[config.mk]
export PLATFORM = sky130hd
export DESIGN_NAME = nbody_seq
export DESIGN_NICKNAME = d
export VERILOG_FILES = /design/src/rtl/nbody_seq.sv
export SDC_FILE = /design/constraint.sdc
export NUM_CORES = 2
export LEC_CHECK = 0
export BUFFER_PORTS_ARGS = -buffer_cell sky130_fd_sc_hd__buf_4
export CAP_MARGIN = 30
export CORE_ASPECT_RATIO = 1.25
export CORE_MARGIN = 2
export CORE_UTILIZATION = 35
export DETAILED_ROUTE_END_ITERATION = 10
export GPL_TIMING_DRIVEN = 1
export PLACE_DENSITY = 0.58
export SLEW_MARGIN = 20
export SYNTH_ARGS = -nofsm -noshare
export SYNTH_HDL_FRONTEND = slang
export SYNTH_SLANG_ARGS = --single-unit
[constraint.sdc]
create_clock -name clk -period 99.1 [get_ports clk]
set_input_delay 4.955 -clock clk [delete_from_list [all_inputs] [get_ports clk]]
set_output_delay 4.955 -clock clk [all_outputs]
set_load 0.05 [all_outputs]
[src/rtl/nbody_seq.sv]
// N-body step sequencer: issues all ordered body pairs, then a position sweep, per step.
// Optional completion interrupt is built when NBODY_SEQ_IRQ_EN is defined.

module nbody_seq_delay #(
  parameter int LAT = 1,
  parameter int W   = 1
) (
  input  logic         clk,
  input  logic         rst,
  input  logic         flush,
  input  logic         in_valid,
  input  logic [W-1:0] in_addr,
  output logic         out_valid,
  output logic [W-1:0] out_addr
);
  logic         v_reg [LAT];
  logic [W-1:0] a_reg [LAT];

  genvar gi;
  for (gi = 0; gi < LAT; gi++) begin : g_stage
    logic         v_in;
    logic [W-1:0] a_in;
    if (gi == 0) begin : g_head
      assign v_in = in_valid;
      assign a_in = in_addr;
    end else begin : g_link
      assign v_in = v_reg[gi-1];
      assign a_in = a_reg[gi-1];
    end
    // Address is zeroed alongside an empty slot so the tap needs no masking.
    always_ff @(posedge clk or posedge rst) begin
      if (rst) begin
        v_reg[gi] <= 1'b0;
        a_reg[gi] <= '0;
      end else begin
        v_reg[gi] <= v_in && !flush;
        a_reg[gi] <= (v_in && !flush) ? a_in : '0;
      end
    end
  end

  assign out_valid = v_reg[LAT-1];
  assign out_addr  = a_reg[LAT-1];
endmodule

module nbody_seq #(
  parameter int BODIES     = 512,
  parameter int DATA_WIDTH = 64,
  parameter int ACCEL_LAT  = 99,
  parameter int ADD_LAT    = 20,
  localparam int BW        = $clog2(BODIES)
) (
  input  logic                  clk,
  input  logic                  rst,
  input  logic                  chipselect,
  input  logic                  read,
  input  logic                  write,
  input  logic [2:0]            addr,
  input  logic [DATA_WIDTH-1:0] writedata,
  output logic [DATA_WIDTH-1:0] readdata,
  output logic                  pair_valid,
  output logic [BW-1:0]         pair_i,
  output logic [BW-1:0]         pair_j,
  output logic                  acc_first,
  output logic                  acc_last,
  output logic                  vel_wr_en,
  output logic [BW-1:0]         vel_wr_addr,
  output logic                  pos_rd_en,
  output logic [BW-1:0]         pos_rd_addr,
  output logic                  pos_wr_en,
  output logic [BW-1:0]         pos_wr_addr,
  output logic                  irq
);
  typedef enum logic [2:0] {IDLE, PAIRS, DRAIN_A, POS, DRAIN_P} state_t;

  state_t                state_reg, state_next;
  logic [DATA_WIDTH-1:0] n_bodies_reg, steps_reg, steps_done_reg, readdata_reg, rd_data;
  logic                  done_reg, done_next, err_reg, err_next;
  logic [BW-1:0]         i_reg, j_reg, p_reg;
  logic [BW-1:0]         n_m1, j_first, j_last, j_step;
  logic                  bus_wr, bus_rd, ctrl_wr, start, abort, busy, flush;
  logic                  cfg_ok, start_ok, start_bad, pair_last, final_pair;
  logic                  vel_done, step_end, more_steps, status_rd;

  assign bus_wr    = chipselect && write;
  assign bus_rd    = chipselect && read;
  assign ctrl_wr   = bus_wr && (addr == 3'd0);
  assign abort     = ctrl_wr && writedata[1];
  assign start     = ctrl_wr && writedata[0] && !writedata[1];
  assign busy      = (state_reg != IDLE);
  assign flush     = abort && busy;
  assign status_rd = bus_rd && (addr == 3'd3);

  assign cfg_ok    = (n_bodies_reg >= DATA_WIDTH'(2)) && (n_bodies_reg <= DATA_WIDTH'(BODIES))
                     && (steps_reg != '0);
  assign start_ok  = start && !busy && cfg_ok;
  assign start_bad = start && !busy && !cfg_ok;

  // Low bits suffice once cfg_ok has bounded N to BODIES.
  assign n_m1       = n_bodies_reg[BW-1:0] - BW'(1);
  assign j_first    = (i_reg == BW'(0)) ? BW'(1) : BW'(0);
  assign j_last     = (i_reg == n_m1) ? n_m1 - BW'(1) : n_m1;
  assign j_step     = (j_reg + BW'(1) == i_reg) ? j_reg + BW'(2) : j_reg + BW'(1);
  assign pair_last  = (j_reg == j_last);
  assign final_pair = pair_last && (i_reg == n_m1);

  assign vel_done   = vel_wr_en && (vel_wr_addr == n_m1);
  assign step_end   = (state_reg == DRAIN_P) && pos_wr_en && (pos_wr_addr == n_m1) && !flush;
  assign more_steps = (steps_done_reg + DATA_WIDTH'(1)) < steps_reg;

  always_ff @(posedge clk or posedge rst) begin
    if (rst) state_reg <= IDLE;
    else     state_reg <= state_next;
  end

  always_comb begin
    state_next = state_reg;
    case (state_reg)
      IDLE:    if (start_ok) state_next = PAIRS;
      PAIRS:   if (final_pair) state_next = DRAIN_A;
      DRAIN_A: if (vel_done) state_next = POS;
      POS:     if (p_reg == n_m1) state_next = DRAIN_P;
      DRAIN_P: if (step_end) state_next = more_steps ? PAIRS : IDLE;
      default: state_next = IDLE;
    endcase
    if (flush) state_next = IDLE;
  end

  always_comb begin
    pair_valid  = 1'b0;
    pair_i      = '0;
    pair_j      = '0;
    acc_first   = 1'b0;
    acc_last    = 1'b0;
    pos_rd_en   = 1'b0;
    pos_rd_addr = '0;
    case (state_reg)
      PAIRS: begin
        pair_valid = 1'b1;
        pair_i     = i_reg;
        pair_j     = j_reg;
        acc_first  = (j_reg == j_first);
        acc_last   = pair_last;
      end
      POS: begin
        pos_rd_en   = 1'b1;
        pos_rd_addr = p_reg;
      end
      default: ;
    endcase
  end

  always_comb begin
    done_next = done_reg;
    err_next  = err_reg;
    if (status_rd) done_next = 1'b0;
    if (start_ok) begin
      done_next = 1'b0;
      err_next  = 1'b0;
    end
    if (start_bad) err_next = 1'b1;
    if (step_end && !more_steps) done_next = 1'b1;
  end

  always_comb begin
    rd_data = '1;
    case (addr)
      3'd1:    rd_data = n_bodies_reg;
      3'd2:    rd_data = steps_reg;
      3'd3:    rd_data = {{(DATA_WIDTH-3){1'b0}}, err_reg, done_reg, busy};
      3'd4:    rd_data = steps_done_reg;
      default: rd_data = '1;
    endcase
  end

  always_ff @(posedge clk or posedge rst) begin
    if (rst) begin
      n_bodies_reg   <= '0;
      steps_reg      <= '0;
      steps_done_reg <= '0;
      readdata_reg   <= '0;
      done_reg       <= 1'b0;
      err_reg        <= 1'b0;
      i_reg          <= '0;
      j_reg          <= '0;
      p_reg          <= '0;
    end else begin
      if (bus_wr && !busy && addr == 3'd1) n_bodies_reg <= writedata;
      if (bus_wr && !busy && addr == 3'd2) steps_reg    <= writedata;
      if (bus_rd) readdata_reg <= rd_data;
      done_reg <= done_next;
      err_reg  <= err_next;
      if (start_ok)      steps_done_reg <= '0;
      else if (step_end) steps_done_reg <= steps_done_reg + DATA_WIDTH'(1);
      // Each new step restarts the pair walk at (0,1).
      if (state_next == PAIRS && state_reg != PAIRS) begin
        i_reg <= '0;
        j_reg <= BW'(1);
      end else if (state_reg == PAIRS) begin
        if (pair_last) begin
          i_reg <= i_reg + BW'(1);
          j_reg <= '0;
        end else begin
          j_reg <= j_step;
        end
      end
      p_reg <= (state_reg == POS) ? p_reg + BW'(1) : '0;
    end
  end

  assign readdata = readdata_reg;

  nbody_seq_delay #(.LAT(ACCEL_LAT), .W(BW)) u_vel_dly (
    .clk       (clk),
    .rst       (rst),
    .flush     (flush),
    .in_valid  (pair_valid && acc_last),
    .in_addr   (pair_i),
    .out_valid (vel_wr_en),
    .out_addr  (vel_wr_addr)
  );

  nbody_seq_delay #(.LAT(ADD_LAT), .W(BW)) u_pos_dly (
    .clk       (clk),
    .rst       (rst),
    .flush     (flush),
    .in_valid  (pos_rd_en),
    .in_addr   (pos_rd_addr),
    .out_valid (pos_wr_en),
    .out_addr  (pos_wr_addr)
  );

`ifdef NBODY_SEQ_IRQ_EN
  logic irq_en_reg, irq_en_next, irq_reg;
  assign irq_en_next = ctrl_wr ? writedata[2] : irq_en_reg;

  always_ff @(posedge clk or posedge rst) begin
    if (rst) begin
      irq_en_reg <= 1'b0;
      irq_reg    <= 1'b0;
    end else begin
      irq_en_reg <= irq_en_next;
      irq_reg    <= done_next && irq_en_next;
    end
  end
  assign irq = irq_reg;
`else
  assign irq = 1'b0;
`endif
endmodule

==> summary.txt <==
Route
  – Vias per inst: 5.07
  – DRT iter0 DRCs: 2,976
  – Total wire length: 131,000 um
  – ANT nets after route: 0
  – DR pass1 iterations: 7
  – Residual DRC count: 0
  – Via Count: 34,400
  – Wire length per cell: 19.3 um

Clocking
  – PostCTS Resize Cnt: 0
  – H-tree lvl count: 4
  – Root Driver: clkbuf_16
  – Clock buffer depth: 3
  – Clk sinks: 1,478
  – Clock slew at reported path FFs: 0.06 ns
  – Post-CTS setup buffer count: 0
  – CTS tree: yes
  – Num CTS Buffers: 150
  – Worst-skew pair later-pin latency: 0.79 ns
  – CTS hold repair buffers: 0

Finish
  – Synth-to-Final Area Change: 15.7%
  – Nets: 4,748
  – Layout Cell Area excl Fill: 64,100 um^2
  – Share of layout cells above drive strength 1: 12.1%
  – Largest register FFs: 882

Worst setup path
  – CP required: 94.15 ns
  – Worst path arrival time: 5.38 ns
  – Crit path launch type: flip-flop
  – Crit Reg-Reg Startpoint: steps_done_reg[0]$_DFFE_PP0P_
  – Crit. End Element: output pin
  – Crit Path Max Fanout: 17
  – CP Class: flip-flop to output pin
  – Flop2flop setup slack: 92.46 ns
  – FF-to-FF End: i_reg[7]$_DFFE_PP0P_
  – Register-to-Register Path Depth: 20

Timing
  – Fmax: 96.8 MHz
  – Worst-Margin Slew: 1.15 ns
  – Slew Viols, Final: 0
  – RSZ-0062 raised after global routing: no
  – Final Hold Vio Count: 0
  – Crit path time final: 10.33 ns
  – Setup TNS: 0 ns
  – Min Hold Slack: 0.459 ns
  – Worst relative slew slack: 23.2%
  – Period Utilization, post-route: 10.4%
  – Clock Skew: 0.0454 ns
  – Final setup fails: 0

Run
  – Number of max-cap violations: 0

Global route
  – Largest net degree at the start of global routing: 324
  – First-pass GRT wire length: 209,000 um
  – GR Util All Layers: 16.3%
  – Most Crowded Layer GR: met2
  – Met2 usage: 25.1%
  – Met1 Use GR: 23.0%
  – Initial antenna violation count: 1
  – Total grt overflow: 0
  – Vias in the first global route: 35,200
  – GRT met3 Usage: 2.62%

Power and ir drop
  – P per Cell Area: 21.3 nW/um^2
  – VDD IR-drop max: 0.0139 mV
  – Leak pwr: 35.1 nW

Placement
  – # port buffers: 186
  – Placed wire-length estimate: 83,700 um
  – Area post-placement: 58,900 um^2
  – Routability cong.: 0.906

Die
  – # rows: 163
  – Die area: 161,000 um^2
  – Core area: 157,000 um^2
  – Die extent in x: 360 um
  – Initial Util: 35.2%
  – IO Pins: 188
  – Die height: 449 um

Status
  – Outcome: finished clean

Logic synthesis
  – Top cells by area, synth: dfrtp_1 67%, and3_1 12%, clkbuf_1 1.7%
  – Synth async-reset ratio: 100%
  – Commonest cells post-synth: 1,478 x dfrtp_1, 1,097 x and3_1, 253 x clkbuf_1
  – Synth warn: 0
  – Mapped Nets: 4,632
  – Seq/Total Area, Yosys: 66.8%
  – Top cell type's share of synthesized area: 66.8%
  – Flops & latches, synth: 1,478
  – Post-synth design cell area: 55,400 um^2
  – Netlist cell types: 75
  – Cells after Synth: 4,488
  – Main synth FF type: dfrtp_1
  – Post-synth top area cell: dfrtp_1
  – Most frequent cell after synthesis: dfrtp_1
  – Post-synth EDFFs: 0
  – Syn Area/Cell: 12.3 um^2

Hold path
  – Hold Crit Start: u_vel_dly.g_stage[10].a_in[4]$_DFF_PP0_
  – Worst hold stages: 1
  – Hold Crit Class: flip-flop to flip-flop
  – Hold Path End: u_vel_dly.g_stage[11].a_in[4]$_DFF_PP0_
-- worst max-delay path, stage by stage (launching register included) --
cell	delay [ns]
dfrtp_1	0.79
inv_1	0.25
ha_1	0.43
xor3_1	0.41
nor3_1	0.23
and2_1	0.18
and4_1	0.33
nand3_1	0.10
or4b_2	0.62
a22oi_1	0.39
nand3_2	0.40
inv_1	0.23
buf_4	0.26
-- logic make-up (layout without fill, tap and decap cells) --
logic type	count (synthesis)	after routing	synth area share, %
AND/OR/NAND/NOR	1892	1892	19.9
flip-flops	1478	1478	66.8
AO/OA/AOI/OAI	438	438	4.86
buffers and inverters	359	592	2.47
XOR/XNOR	180	180	3.01
adder cells (fa/ha/maj)	72	72	1.63
multiplexers	68	68	1.37
other	1	3	0.00677
-- metal layers --
layer  part of all wire (%)  wire length, um
met5                      0                0
met4                    3.6             4650
met3                    4.7             6110
met2                     46            59900
met1                     46            60000
-- metrics by stage --
| step | cells | worst slack (ns) | total power (W) | util [%] |
|---|---|---|---|---|
| after detailed placement | 6507 | 89.46 | 0.000803 | 37.4 |
| after global placement | 6498 | 89.43 | 0.000801 | 37.3 |
| final | 6785 | 88.77 | 0.00137 | 40.7 |
| after floorplan | 4488 | 52.46 | 0.000752 | - |
| after CTS | 6776 | 88.59 | 0.00138 | 40.6 |
| after global routing | 6784 | 88.33 | 0.00142 | 40.7 |
-- cells in the final DEF, fill, tap and decap left out, types with 76 or more instances in the layout --
| cell type | count |
|---|---|
| and2_1 | 141 |
| xnor2_1 | 97 |
| buf_4 | 220 |
| xor2_1 | 76 |
| nor2_1 | 116 |
| dfrtp_1 | 1478 |
| inv_1 | 83 |
| nand2_1 | 212 |
| clkbuf_16 | 155 |
| and3_1 | 1096 |
| o21ai_0 | 179 |
-- worst max-delay path by stage --
stage / from / endpoint / depth (start not counted)
floorplan: rst / done_reg$_DFFE_PP0P_ / 1
global placement: n_bodies_reg[0]$_DFFE_PP0P_ / acc_last / 12
detailed placement: n_bodies_reg[0]$_DFFE_PP0P_ / acc_last / 12
CTS: n_bodies_reg[0]$_DFFE_PP0P_ / acc_last / 12
global route: n_bodies_reg[0]$_DFFE_PP0P_ / acc_last / 12
finish: n_bodies_reg[0]$_DFFE_PP0P_ / acc_last / 12
-- final cells by class --
cell class / count / area, um^2
sequential: 1478 / 37000
inverter: 84 / 323
fill: 14800 / 93300
antenna: 2 / 5.00
clock buffer: 214 / 4380
tap: 2062 / 2580
multi-input combinational: 2651 / 17100
timing repair buffer: 239 / 2080
clock inverter: 55 / 667
-- power by group --
part | leakage (nW) | internal [W] | switching [W]
logic | 12.4 | 0.0000502 | 0.0000916
registers | 20.2 | 0.000623 | 0.0000277
clock network | 2.48 | 0.000334 | 0.000239
Note: power is estimated with default switching activity, not from simulation.
